$ cat config.mk
export PLATFORM = sky130hd
export DESIGN_NAME = keypad_enc
export DESIGN_NICKNAME = d
export VERILOG_FILES = /design/src/rtl/keypad_enc.sv
export SDC_FILE = /design/constraint.sdc
export NUM_CORES = 1
export LEC_CHECK = 0
export BUFFER_PORTS_ARGS = -buffer_cell sky130_fd_sc_hd__buf_2
export CAP_MARGIN = 20
export CORE_MARGIN = 5
export CORE_UTILIZATION = 30
export CTS_CLUSTER_SIZE = 16
export DETAILED_ROUTE_END_ITERATION = 8
export SKIP_LAST_GASP = 1
export SLEW_MARGIN = 10
export SYNTH_ARGS = -nofsm -noshare
export SYNTH_HDL_FRONTEND = slang
export SYNTH_SLANG_ARGS = --single-unit
$ cat constraint.sdc
create_clock -name clk -period 3 [get_ports clk]
set_input_delay 0.3 -clock clk [delete_from_list [all_inputs] [get_ports clk]]
set_output_delay 0.3 -clock clk [all_outputs]
set_load 0.02 [all_outputs]
$ cat src/rtl/keypad_enc.sv
// Debounced 16-key hex keypad encoder: one-hot key press -> code/strobe/held.
// Optional auto-repeat while a key is held is enabled by defining KEYPAD_REPEAT_EN.
module keypad_enc #(
  parameter int unsigned DEB_CYCLES    = 4,
  parameter int unsigned REPEAT_CYCLES = 16
) (
  input  logic        clk,
  input  logic        rst,
  input  logic [15:0] pb,
  output logic [3:0]  code,
  output logic        strobe,
  output logic        held
);

  localparam int unsigned DEB_W = (DEB_CYCLES > 1) ? $clog2(DEB_CYCLES) : 1;

  typedef enum logic [1:0] {IDLE, DEBOUNCE, PRESSED, RELEASE} state_e;

  state_e             state_q, state_d;
  logic [15:0]        sync1_q, s_q;
  logic [3:0]         key_q, key_d;
  logic [3:0]         code_q, code_d;
  logic [DEB_W-1:0]   cnt_q, cnt_d;
  logic               strobe_q, strobe_d;
  logic               held_q, held_d;

  logic               s_onehot_c;
  logic [3:0]         s_idx_c;
  logic               key_match_c;
  logic               cnt_done_c;

`ifdef KEYPAD_REPEAT_EN
  localparam int unsigned REP_W = $clog2(REPEAT_CYCLES);
  localparam logic [REP_W-1:0] REP_LAST = REP_W'(REPEAT_CYCLES - 1);
  logic [REP_W-1:0]   rep_q, rep_d;
`else
  logic               unused_rep_c;
  assign unused_rep_c = (REPEAT_CYCLES != 0);
`endif

  // Decode the synchronized sample: exactly one bit set, and which one.
  always_comb begin
    s_onehot_c = (s_q != 16'd0) && ((s_q & (s_q - 16'd1)) == 16'd0);
    s_idx_c    = 4'd0;
    for (int i = 0; i < 16; i++) begin
      if (s_q[i]) s_idx_c = 4'(i);
    end
    key_match_c = (s_q == (16'd1 << key_q));
    cnt_done_c  = (cnt_q == DEB_W'(DEB_CYCLES - 1));
  end

  always_comb begin
    state_d  = state_q;
    key_d    = key_q;
    code_d   = code_q;
    cnt_d    = cnt_q;
    strobe_d = 1'b0;
`ifdef KEYPAD_REPEAT_EN
    rep_d    = rep_q;
`endif
    case (state_q)
      IDLE: begin
        if (s_onehot_c) begin
          key_d   = s_idx_c;
          cnt_d   = '0;
          state_d = DEBOUNCE;
        end
      end
      DEBOUNCE: begin
        if (!key_match_c) begin
          state_d = IDLE;
        end else if (cnt_done_c) begin
          state_d  = PRESSED;
          code_d   = key_q;
          strobe_d = 1'b1;
`ifdef KEYPAD_REPEAT_EN
          rep_d    = '0;
`endif
        end else begin
          cnt_d = cnt_q + DEB_W'(1);
        end
      end
      PRESSED: begin
        if (s_q == 16'd0) begin
          state_d = RELEASE;
          cnt_d   = '0;
        end
`ifdef KEYPAD_REPEAT_EN
        else if (rep_q == REP_LAST) begin
          strobe_d = 1'b1;
          rep_d    = '0;
        end else begin
          rep_d = rep_q + REP_W'(1);
        end
`endif
      end
      RELEASE: begin
        // Any activity before the release is confirmed counts as a continued hold.
        if (s_q != 16'd0) begin
          state_d = PRESSED;
        end else if (cnt_done_c) begin
          state_d = IDLE;
`ifdef KEYPAD_REPEAT_EN
          rep_d   = '0;
`endif
        end else begin
          cnt_d = cnt_q + DEB_W'(1);
        end
      end
      default: state_d = IDLE;
    endcase
    held_d = (state_d == PRESSED) || (state_d == RELEASE);
  end

  always_ff @(posedge clk or posedge rst) begin
    if (rst) begin
      sync1_q  <= '0;
      s_q      <= '0;
      state_q  <= IDLE;
      key_q    <= '0;
      code_q   <= '0;
      cnt_q    <= '0;
      strobe_q <= 1'b0;
      held_q   <= 1'b0;
`ifdef KEYPAD_REPEAT_EN
      rep_q    <= '0;
`endif
    end else begin
      sync1_q  <= pb;
      s_q      <= sync1_q;
      state_q  <= state_d;
      key_q    <= key_d;
      code_q   <= code_d;
      cnt_q    <= cnt_d;
      strobe_q <= strobe_d;
      held_q   <= held_d;
`ifdef KEYPAD_REPEAT_EN
      rep_q    <= rep_d;
`endif
    end
  end

  assign code   = code_q;
  assign strobe = strobe_q;
  assign held   = held_q;

endmodule

======== Word-level counts from Yosys, hierarchy flattened ========
Index checks and enable logic that the tools add are counted.
word-level totals
  register bits ........................... 46
  bits of input ports ..................... 18
  output and inout bits ................... 6
  logic and storage cells ................. 63
operators by class
  $add $sub $neg .......................... 2
  equal/unequal tests ..................... 11
  shifts and indexed selects .............. 1
  muxes and demuxes ....................... 31
  bitwise operators ....................... 1
  reduce and logical (&&, ||, !) cells .... 9
operator list
  kind                   count
  $mux 4                 14
  $logic_not 16->1       2
  $mux 2                 11
  $and 16x16->16         1
  $eq 16x16->1           1
  $pmux 2 s4             2
  $reduce_bool 16->1     1
  $shl 1x4->16 const A   1
  $sub 16x1->16 const B  1
  $eq 2x2->1 const B     5
  $ne 2x2->1 const B     4
  $mux 1                 4
  $reduce_and 4->1       1
  $reduce_and 3->1       1
  $add 2x1->2 const B    1
  $eq 2x1->1 const B     1
  $logic_not 2->1        1
  $reduce_and 2->1       1
  $logic_and 1x1->1      1
  $logic_or 1x1->1       1

======== Logic depth before layout (Yosys ltp) ========
Gate-level depths: netlist of the first run.
  word-level depth ........................ 15
  mapped depth ............................ 10
  depth with buffers taken out ............ 7

======== Worst setup path after synthesis of the first run ========
No wires, ideal clock.
  path type ............................... register -> register
  start point ............................. register s_q[1]
  end point ............................... register cnt_q[0]
  library setup time ...................... 0.131 ns
  arrival ................................. 2.467 ns
  required time ........................... 2.869 ns
  slack ................................... 0.402 ns
  cell stages (with the launch flop) ...... 10
  buffers on the path ..................... 2
  period minus slack after synthesis ...... 2.598 ns
  cells stage by stage .................... dfrtp_1 buf_6 or4_1 buf_2 o31a_1 or4_4 a22oi_2 a21oi_1 and2_0 or3b_1
between the ends
  cells in the longest elaborated chain, start to end .. 6
  elaborated cells between the ends (all ways) .. 12
  classes of those cells .................. add/sub (1); eq/ne (5); bitwise (1); reduce/logical (5)
RTL lines
  what                          line  RTL
  start, declared               20    logic [15:0] sync1_q, s_q;
  start signal, assigned        130   s_q <= sync1_q;
  $sub 16x1->16                 43    s_onehot_c = (s_q != 16'd0) && ((s_q & (s_q - 16'd1)) == 16'd0);
  $and 16x16->16                43
  $logic_not 16->1              43
  $logic_and 1x1->1             43
  $ne 2x2->1 (no line)          --
  $reduce_and 4->1 (no line) *  --
  end signal, assigned          134   cnt_q <= cnt_d;
  end, declared                 23    logic [DEB_W-1:0] cnt_q, cnt_d;
Every way passes the cells marked *; elsewhere a longest branch is shown, timed or not.
A chain may end at the register's enable or synchronous reset.

======== Final worst setup path of the first run ========
  start point ............................. register s_q[2]
  end point ............................... register cnt_q[0]
Same word-level chain as after synthesis.

==> qor.csv, run 1 <==
metric;value;unit
min_path_cells;1;
yosys.area.top_type;dfrtp_1;
synth.avg_cell_area;9.90;µm²
synthDominantCellAreaShare;49.0;%
num_vias;1841;
io_buffer_count;23;
fin_crit;2790;ps
post_dp_cell_area;0.00255;mm²
arrival;2980;ps
power_density;469;mW/mm²
fin_crit_sh;93.2;%
seq_area_frac_synth;49.0;%
hpwl;3.85;mm
final_area;0.00271;mm²
cts_root_buf;clkbuf_8;
synth_top_family_by_area;simple AND/OR/NAND/NOR gates;
grt_pass1_wl;9.03;mm
tightest_slew;599;ps
synth_xor_area_share;0.381;%
ant_nets;0;
status;complete, no violations;
rsz0062_at_grt;false;
synth_mux_area_share;1.96;%
switching_share;21.4;%
fmax;358;MHz
yosysWarningCount;0;
wl_per_cell;14.6;µm
synthTopCellsByArea;dfrtp_1 49%, o21ai_0 3.7%, nor2_1 3.4%;
report.final.hold_viol_count;0;
die-area;0.00950;mm²
yosys.area_share.simple;24.3;%
startpoint_type;register;
drive_above_1_share;22.8;%
drc;0;
synthesis.nets;251;
die-width;97.5;µm
gp_congestion;0.856;
finalMaxSlewViolations;0;
initial_core_util;30.2;%
ir_drop;0.302;mV
synthAdderAreaFrac;1.47;%
grt_pass1_vias;1824;
worstPathRequired;3180;ps
fillCellCount;796;
diodes;0;
leakagePower;1.15;nW
cts_tree;done;
clock-sinks;45;
grt_usage;11.6;%
cts_buffer_depth;2;
syn_inst;232;
final_common_cell;dfrtp_1;
overflow;0;
p_int;0.999;mW
syn2layout_area_growth;18.0;%
antenna_found_initial;0;
r2r-start;s_q[2];
htree_num_levels;2;
cts.clk_slew.worst_paths;90;ps
coreArea;0.00761;mm²
cts_buffers;5;
drt-initial-drc-count;121;
first_pass_iters;4;
clkLatencyLatePin;300;ps
final_cells;361;
skew;9.57;ps
synth_cell_types;61;
maxSlewHeadroom;59.7;%
power_frac_seq;51.3;%
combPwrFrac;7.0;%
finalSetupTns;0;ps
synthArstFlopShare;100;%
synth-seq-cells;45;
dp.cells;351;
clkPwrFrac;41.7;%
setup.worst_path.start;s_q[2];
cts_resized;0;
cts_setup_buffers;0;
synth_enable_flop_cells;0;
row_count;32;
hp-class;input pin to register;
wirelength;5.28;mm
hp-start;pb[0];
nets;277;
io-pin-count;24;
die_height;97.5;µm
cp_max_fo;8;
grt_max_degree;46;
synth_ff_type;dfrtp_1;
finalSetupViolCount;0;
crit_type;register to register;
p_sw;0.272;mW
synthesis.area;0.00230;mm²
most-common-layout-cells;45 x dfrtp_1, 23 x buf_2, 21 x nor2_1;
worstSetupEndpointType;register;
synth_compound_area_share;18.3;%
via_per_inst;5.10;
maxCapViolCount;0;
rr_worst_depth;7;
-- cell families (layout without fill, tap and decap cells) --
family          Yosys count  after routing
simple gates             93             93
compound gates           61             61
flops                    45             45
buf+inv                  25             52
mux                       4              4
fa+ha+maj                 3              3
xor+xnor                  1              1
-- routing by layer --
metal  GRT usage [%]  routed length [µm]  up-vias
met1            15.4                2470      874
met2            18.5                2500       51
li1                -                   -      907
met5               0                   0        -
met3            2.66                 243        9
met4            3.73                  71        0
-- power by group through the flow --
stage	Combinational, mW	Clock [mW]	Sequential (mW)
5_1_grt	0.100	0.573	0.656
3_5_place_dp	0.0853	0	0.664
3_3_place_gp	0.0846	0	0.663
2_1_floorplan	0.0633	0	0.650
6_report	0.0885	0.530	0.652
4_1_cts	0.0854	0.546	0.652
-- metrics by stage --
stage | util [%] | total power, mW | setup slack, ps | hold WS [ps]
final | 35.6 | 1.27 | 205 | 106
after global placement | 33.5 | 0.748 | 289 | 331
after global routing | 35.6 | 1.33 | 61.8 | 83.9
after CTS | 35.2 | 1.28 | 212 | 98.1
after floorplan | - | 0.713 | 402 | 331
after detailed placement | 33.5 | 0.749 | 219 | 335
-- final timing paths --
check                             endpoint  slack (ps)
worst min register to register      s_q[2]         350
worst min-delay path            sync1_q[0]         110
max in group asynchronous       sync1_q[3]        2060
worst max register to register    cnt_q[0]         210
worst max-delay path              cnt_q[0]         210
min in group asynchronous       state_q[0]         480
-- state kept, by name, indices dropped and copies added, names as in the netlist --
register	cells
key_q	4
code	4
sync1_q	16
strobe	1
state_q	1
held	1
s_q	16
cnt_q	2
-- repair_timing --
action / 4_1_cts / 5_1_grt
endpoints found under the hold margin: 0 / 12
endpoints found under the setup margin: 0 / 0
hold buffers: 0 / 1
-- worst max-delay path, stage by stage, from the launching register on --
cell	delay, ps
dfrtp_1	450
or4_1	680
o41ai_1	430
o2111a_1	250
nor4b_4	230
a21oi_1	130
and2_0	160
or3b_1	360
-- layout make-up --
class                      instances  area [µm²]  area share, %
inverter                           8        30.0           1.11
clock buffer                       5        68.8           2.54
tap                              102         128           4.71
sequential                        45        1130           41.6
multi-input combinational        162        1060           39.3
timing repair buffer              36         228           8.40
clock inverter                     3        65.1           2.40
-- synth_stat cells, drive strengths merged (3+ instances only) --
master,n
dfrtp,45
nor2,21
o21ai,17
clkbuf,13
nand2,13
a21oi,9
inv,8
nand2b,7
nor2b,7
nor4,7
a31oi,5
nor3,5
or4,5
buf,4
mux2,4
a2bb2oi,3
nand3,3
nand3b,3
nor4b,3
o31a,3
o31ai,3
Power figures use the tool's default switching activity.
==> run 2, diff against run 1 <==
- ABC_AREA: not set -> 1
==> run 2 against run 1 <==
Sequential share of layout area up 5.0 points. Sequential power fell by 0.8%. Global-route usage shrank 1.7 points. Clock-buffer cell count stayed put. Critical endpoint is now code[2]. Largest cell class unchanged.
==> qor.csv, run 2 <==
metric;value;unit
grt_pass1_wl;6.82;mm
ir_drop;0.383;mV
worstSetupEndpointType;register;
crit_type;register to register;
cpMostUsedCell;nand2_1;
synth_cell_types;25;
ctsHoldBuffers;0;
finalSetupTns;0;ps
worstPathRequired;3180;ps
cts_buffer_depth;2;
grt_usage;9.85;%
gp_congestion;0.868;
grt_max_degree;24;
status;complete, no violations;
dp.cells;361;
cts_resized;0;
io-pin-count;24;
wirelength;3.95;mm
cts_setup_buffers;0;
cp_slowest_stage_delay;580;ps
coreArea;0.00683;mm²
drive_above_1_share;20.9;%
first_pass_iters;4;
startpoint_type;register;
cts_root_buf;clkbuf_8;
fmax;492;MHz
arrival;2210;ps
clkLatencyLatePin;290;ps
antenna_found_initial;0;
final_cells;369;
ant_nets;0;
p_int;0.815;mW
yosysWarningCount;0;
cp_slowest_cell;dfrtp_1;
wl_per_cell;10.7;µm
die-area;0.00884;mm²
syn2layout_area_growth;14.2;%
cts.clk_slew.worst_paths;80;ps
yosys.area.top_type;dfrtp_1;
finalMaxSlewViolations;0;
die-width;94.0;µm
synth_ff_type;dfrtp_1;
hpwl;3.03;mm
num_vias;1601;
syn_inst;245;
synthArstFlopShare;100;%
clock-sinks;45;
rsz0062_at_grt;false;
grt_pass1_vias;1490;
finalSetupViolCount;0;
cts_tree;done;
hp-class;input pin to asynchronous set/reset pin;
report.final.hold_viol_count;0;
overflow;0;
nets;291;
skew;4.50;ps
synth.avg_cell_area;8.65;µm²
htree_num_levels;2;
diodes;0;
fin_crit;2030;ps
synthesis.area;0.00212;mm²
via_per_inst;4.34;
maxCapViolCount;0;
final_common_cell;nand2_1;
power_frac_seq;60.6;%
synthesis.nets;264;
initial_core_util;31.0;%
synthTopCellsByArea;dfrtp_1 53%, nand2_1 11%, inv_1 5.1%;
cp_max_fo;12;
most-common-layout-cells;63 x nand2_1, 45 x dfrtp_1, 28 x inv_1;
p_sw;0.253;mW
row_count;30;
power_density;441;mW/mm²
leakagePower;1.22;nW
synthDominantCellAreaShare;53.2;%
tightest_slew;742;ps
die_height;94.0;µm
clkPwrFrac;33.1;%
cts_buffers;5;
path_cells;clkinv_1 > nand3_1 > o21ai_0 > nor2_1 > nand2_1 > nor2_4 > nand4_4 > nand2_1 > o21ai_1;
io_buffer_count;23;
drt-initial-drc-count;104;
switching_share;23.7;%
fin_crit_sh;67.8;%
combPwrFrac;6.4;%
synth-seq-cells;45;
maxSlewHeadroom;50.2;%
yosysMostFrequentCell;nand2_1;
reg_top3;s_q x16, sync1_q x16;
synth_common_cells;63 x nand2_1, 45 x dfrtp_1, 29 x inv_1, 22 x nor2_1, 16 x nand3_1;
drc;0;
synth_enable_flop_cells;0;
seq_area_frac_synth;53.2;%
## run 2: cell types whose count changed after synthesis, moves of 9 or more
cell | previous run | this run
clkbuf_1 | 13 | 0
nand2_1 | 13 | 63
inv_1 | 8 | 29
nand4_1 | 1 | 10
o21ai_0 | 17 | 8
nand3_1 | 3 | 16
o21ai_1 | 0 | 9
## run 2: final timing paths
path / start / end / slack (ps) / cells past startpoint
max: key_q[2] / code[2] / 970 / 9
min: rst / cnt_q[0] / 30 / 2
max reg2reg: key_q[2] / code[2] / 970 / 9
min reg2reg: sync1_q[9] / s_q[9] / 350 / 0
max in group asynchronous: rst / s_q[2] / 2290 / 3
min in group clk: pb[7] / sync1_q[7] / 110 / 1
## run 2: worst max-delay path, delay by kind of cell, from the launching register on
| family | cells | cell delay [ps] |
|---|---|---|
| DFF | 1 | 580 |
| and+or+nand+nor | 6 | 820 |
| AOI/OAI and AO/OA | 2 | 140 |
| buffers and inverters | 1 | 360 |
## run 2: cells by family after synthesis
family / Yosys count / synth area share, %
AOI/OAI and AO/OA: 22 / 5.67
xor gates and xnor gates: 8 / 3.31
adders and majority gates: 1 / 0.591
buffers and inverters: 37 / 7.21
DFF: 45 / 53.2
and+or+nand+nor: 132 / 30.1
## run 2: per-layer routing
layer	vias to the layer above	wire, µm	track usage, %
met3	7	191	2.48
li1	825	-	-
met4	0	82	4.57
met5	-	0	0
met2	32	1840	15.6
met1	737	1840	12.6
## run 2: through the flow
stage | setup slack (ps) | util, % | hold WS [ps] | area, µm² | total power, mW
after floorplan | 1370 | - | 331 | 2120 | 0.701
after global placement | 919 | 34.1 | 334 | 2330 | 0.727
after detailed placement | 971 | 34.1 | 335 | 2330 | 0.728
after CTS | 943 | 35.4 | 42.8 | 2420 | 1.08
after global routing | 719 | 35.4 | 85.4 | 2420 | 1.13
final | 966 | 35.4 | 32.1 | 2420 | 1.07
## run 2: cell type report
type	count	area, µm²
Inverter	33	124
Tap cell	96	120
Fill cell	721	4410
Multi-Input combinational cell	163	840
Clock inverter	3	17.5
Timing Repair Buffer	24	123
Sequential cell	45	1130
Clock buffer	5	68.8
## run 2: power by group through the flow
| stage | clock, mW | sequential, mW | combinational, mW |
|---|---|---|---|
| final | 0.353 | 0.647 | 0.0680 |
| after global placement | 0 | 0.658 | 0.0689 |
| after detailed placement | 0 | 0.659 | 0.0690 |
| after CTS | 0.369 | 0.646 | 0.0691 |
| after floorplan | 0 | 0.652 | 0.0483 |
| after global routing | 0.396 | 0.650 | 0.0806 |
==> run 3, diff against run 2 <==
- ABC_AREA: 1 -> 0
- clock period: 3 -> 1.8 ns (I/O delays scaled with it)
==> run 3 against run 2 <==
Critical path depth shrank 2. Largest cell class is now multi-input gates. The run now ends with setup timing left. Clock power grew 110%. Final cell count grew 18%.
==> qor.csv, run 3 (synthesis results as in run 1) <==
metric;value;unit
worstPathRequired;1980;ps
die-width;97.5;µm
die_height;97.5;µm
finalSetupTns;-7730;ps
rsz0062_at_grt;true;
dp.cells;398;
finalMaxSlewViolations;0;
reg_top3;s_q x16, sync1_q x16;
startpoint_type;register;
antenna_found_initial;0;
arrival;2690;ps
worstSetupEndpointType;register;
wirelength;5.93;mm
final_util;45.6;%
tightest_slew;408;ps
via_per_inst;4.96;
syn2layout_area_growth;51.2;%
top_layer;met4;
hpwl;4.36;mm
finalSetupViolCount;13;
die-area;0.00950;mm²
fin_crit;2510;ps
ir_drop;0.513;mV
cpMostUsedCell;or4_4;
wl_met3;227;µm
cts_tree;done;
cp_slowest_cell;or4_4;
cp_slowest_stage_delay;580;ps
drt-initial-drc-count;146;
htree_num_levels;2;
maxCapViolCount;0;
cp_max_fo;5;
overflow;0;
leakagePower;1.56;nW
crit_type;register to register;
final_common_cell;buf_4;
final_cells;435;
diodes;0;
cts_buffers;5;
fmax;398;MHz
path_buf_inv;0;
cts_root_buf;clkbuf_8;
fillCellCount;727;
clock-sinks;45;
first_pass_iters;4;
fin_crit_sh;139;%
row_count;32;
worst_slack;-711;ps
io-pin-count;24;
skew;10.7;ps
path_cells;or4_4 > o31a_1 > or4_4 > a22oi_2 > a21oi_2 > and2_0 > or3b_1;
grt_max_degree;19;
maxSlewHeadroom;72.6;%
dr_wl_met2;2.98;mm
coreArea;0.00761;mm²
wl_met1;2.63;mm
initial_core_util;30.2;%
ant_nets;0;
cts.clk_slew.worst_paths;90;ps
violations;setup timing;
grt_pass1_vias;2167;
report.final.hold_viol_count;0;
most-common-layout-cells;67 x buf_4, 45 x dfrtp_1, 23 x buf_2;
cts_buffer_depth;2;
io_buffer_count;23;
drc;0;
cp_top_family;simple AND/OR/NAND/NOR gates;
wl_per_cell;13.6;µm
grt_pass1_wl;10.3;mm
drive_above_1_share;42.0;%
gp_congestion;0.862;
status;finished with violations;
pre_cts_ws;-828;ps
clkLatencyLatePin;300;ps
num_vias;2156;
power_density;599;mW/mm²
hp-class;register to register;
nets;352;
grt_usage;13.1;%
==> run 3: cell count changes in the layout (fill, tap and decap cells not counted), moves of 5 or more <==
| cell | change |
|---|---|
| buf_4 | +66 |
| dlygate4sd3_1 | +17 |
| nand3_1 | -14 |
| nand2b_1 | +5 |
| nor4_1 | +5 |
| nand2_1 | -51 |
| a31oi_1 | +5 |
| nor2_2 | -7 |
| a21oi_1 | +5 |
| nor2b_1 | +6 |
| inv_1 | -21 |
| xor2_1 | -7 |
| nand4_1 | -9 |
==> run 3: final cells by class <==
type	instances	area, µm²	area share (%)
Timing Repair Buffer	111	833	24.0
Inverter	8	30.0	0.865
Clock inverter	2	38.8	1.12
Multi-Input combinational cell	162	1250	35.9
Tap cell	102	128	3.68
Clock buffer	5	68.8	1.98
Sequential cell	45	1130	32.4
==> run 3: metal layers <==
metal  vias to the layer above  global-route usage (%)
li1                       1051                       -
met1                      1041                    16.5
met2                        54                    22.2
met3                        10                    3.02
met4                         0                    3.83
met5                         -                       0
==> run 3: what timing repair did <==
action                                 CTS  global route
endpoints found under the hold margin   32             0
setup endpoints to repair               13            13
buffers inserted                         9             5
gates resized for setup                 24            11
pin swaps                               16            11
hold buffers                            17             0
==> run 3: path summary, 6_finish.rpt <==
kind / from / end / slack [ps] / cells past startpoint
worst max-delay path: s_q[1] / cnt_q[0] / -710 / 7
worst min-delay path: sync1_q[12] / s_q[12] / 340 / 0
worst max register to register: s_q[1] / cnt_q[0] / -710 / 7
worst min register to register: sync1_q[12] / s_q[12] / 340 / 0
max in group asynchronous: rst / sync1_q[14] / 870 / 4
min in group asynchronous: rst / s_q[8] / 380 / 3
==> run 3: per-stage QoR <==
stage / area (µm²) / total power [mW] / hold WS, ps
2_1_floorplan: 2370 / 1.19 / 211
3_5_place_dp: 2950 / 1.30 / 183
6_report: 3470 / 2.08 / 341
4_1_cts: 3400 / 2.11 / 344
5_1_grt: 3470 / 2.19 / 358
3_3_place_gp: 2950 / 1.29 / 180
==> run 3: power by group <==
part / switching, mW / internal [mW] / total [mW]
Sequential: 0.0189 / 1.05 / 1.07
Clock: 0.342 / 0.411 / 0.753
Combinational: 0.128 / 0.132 / 0.261
Total: 0.490 / 1.59 / 2.08
==> run 3: worst register-to-register path: stages (launching register included) <==
cell and delay, ps:
dfrtp_1 390, or4_4 580, o31a_1 270, or4_4 420
a22oi_2 170, a21oi_2 80, and2_0 140, or3b_1 330
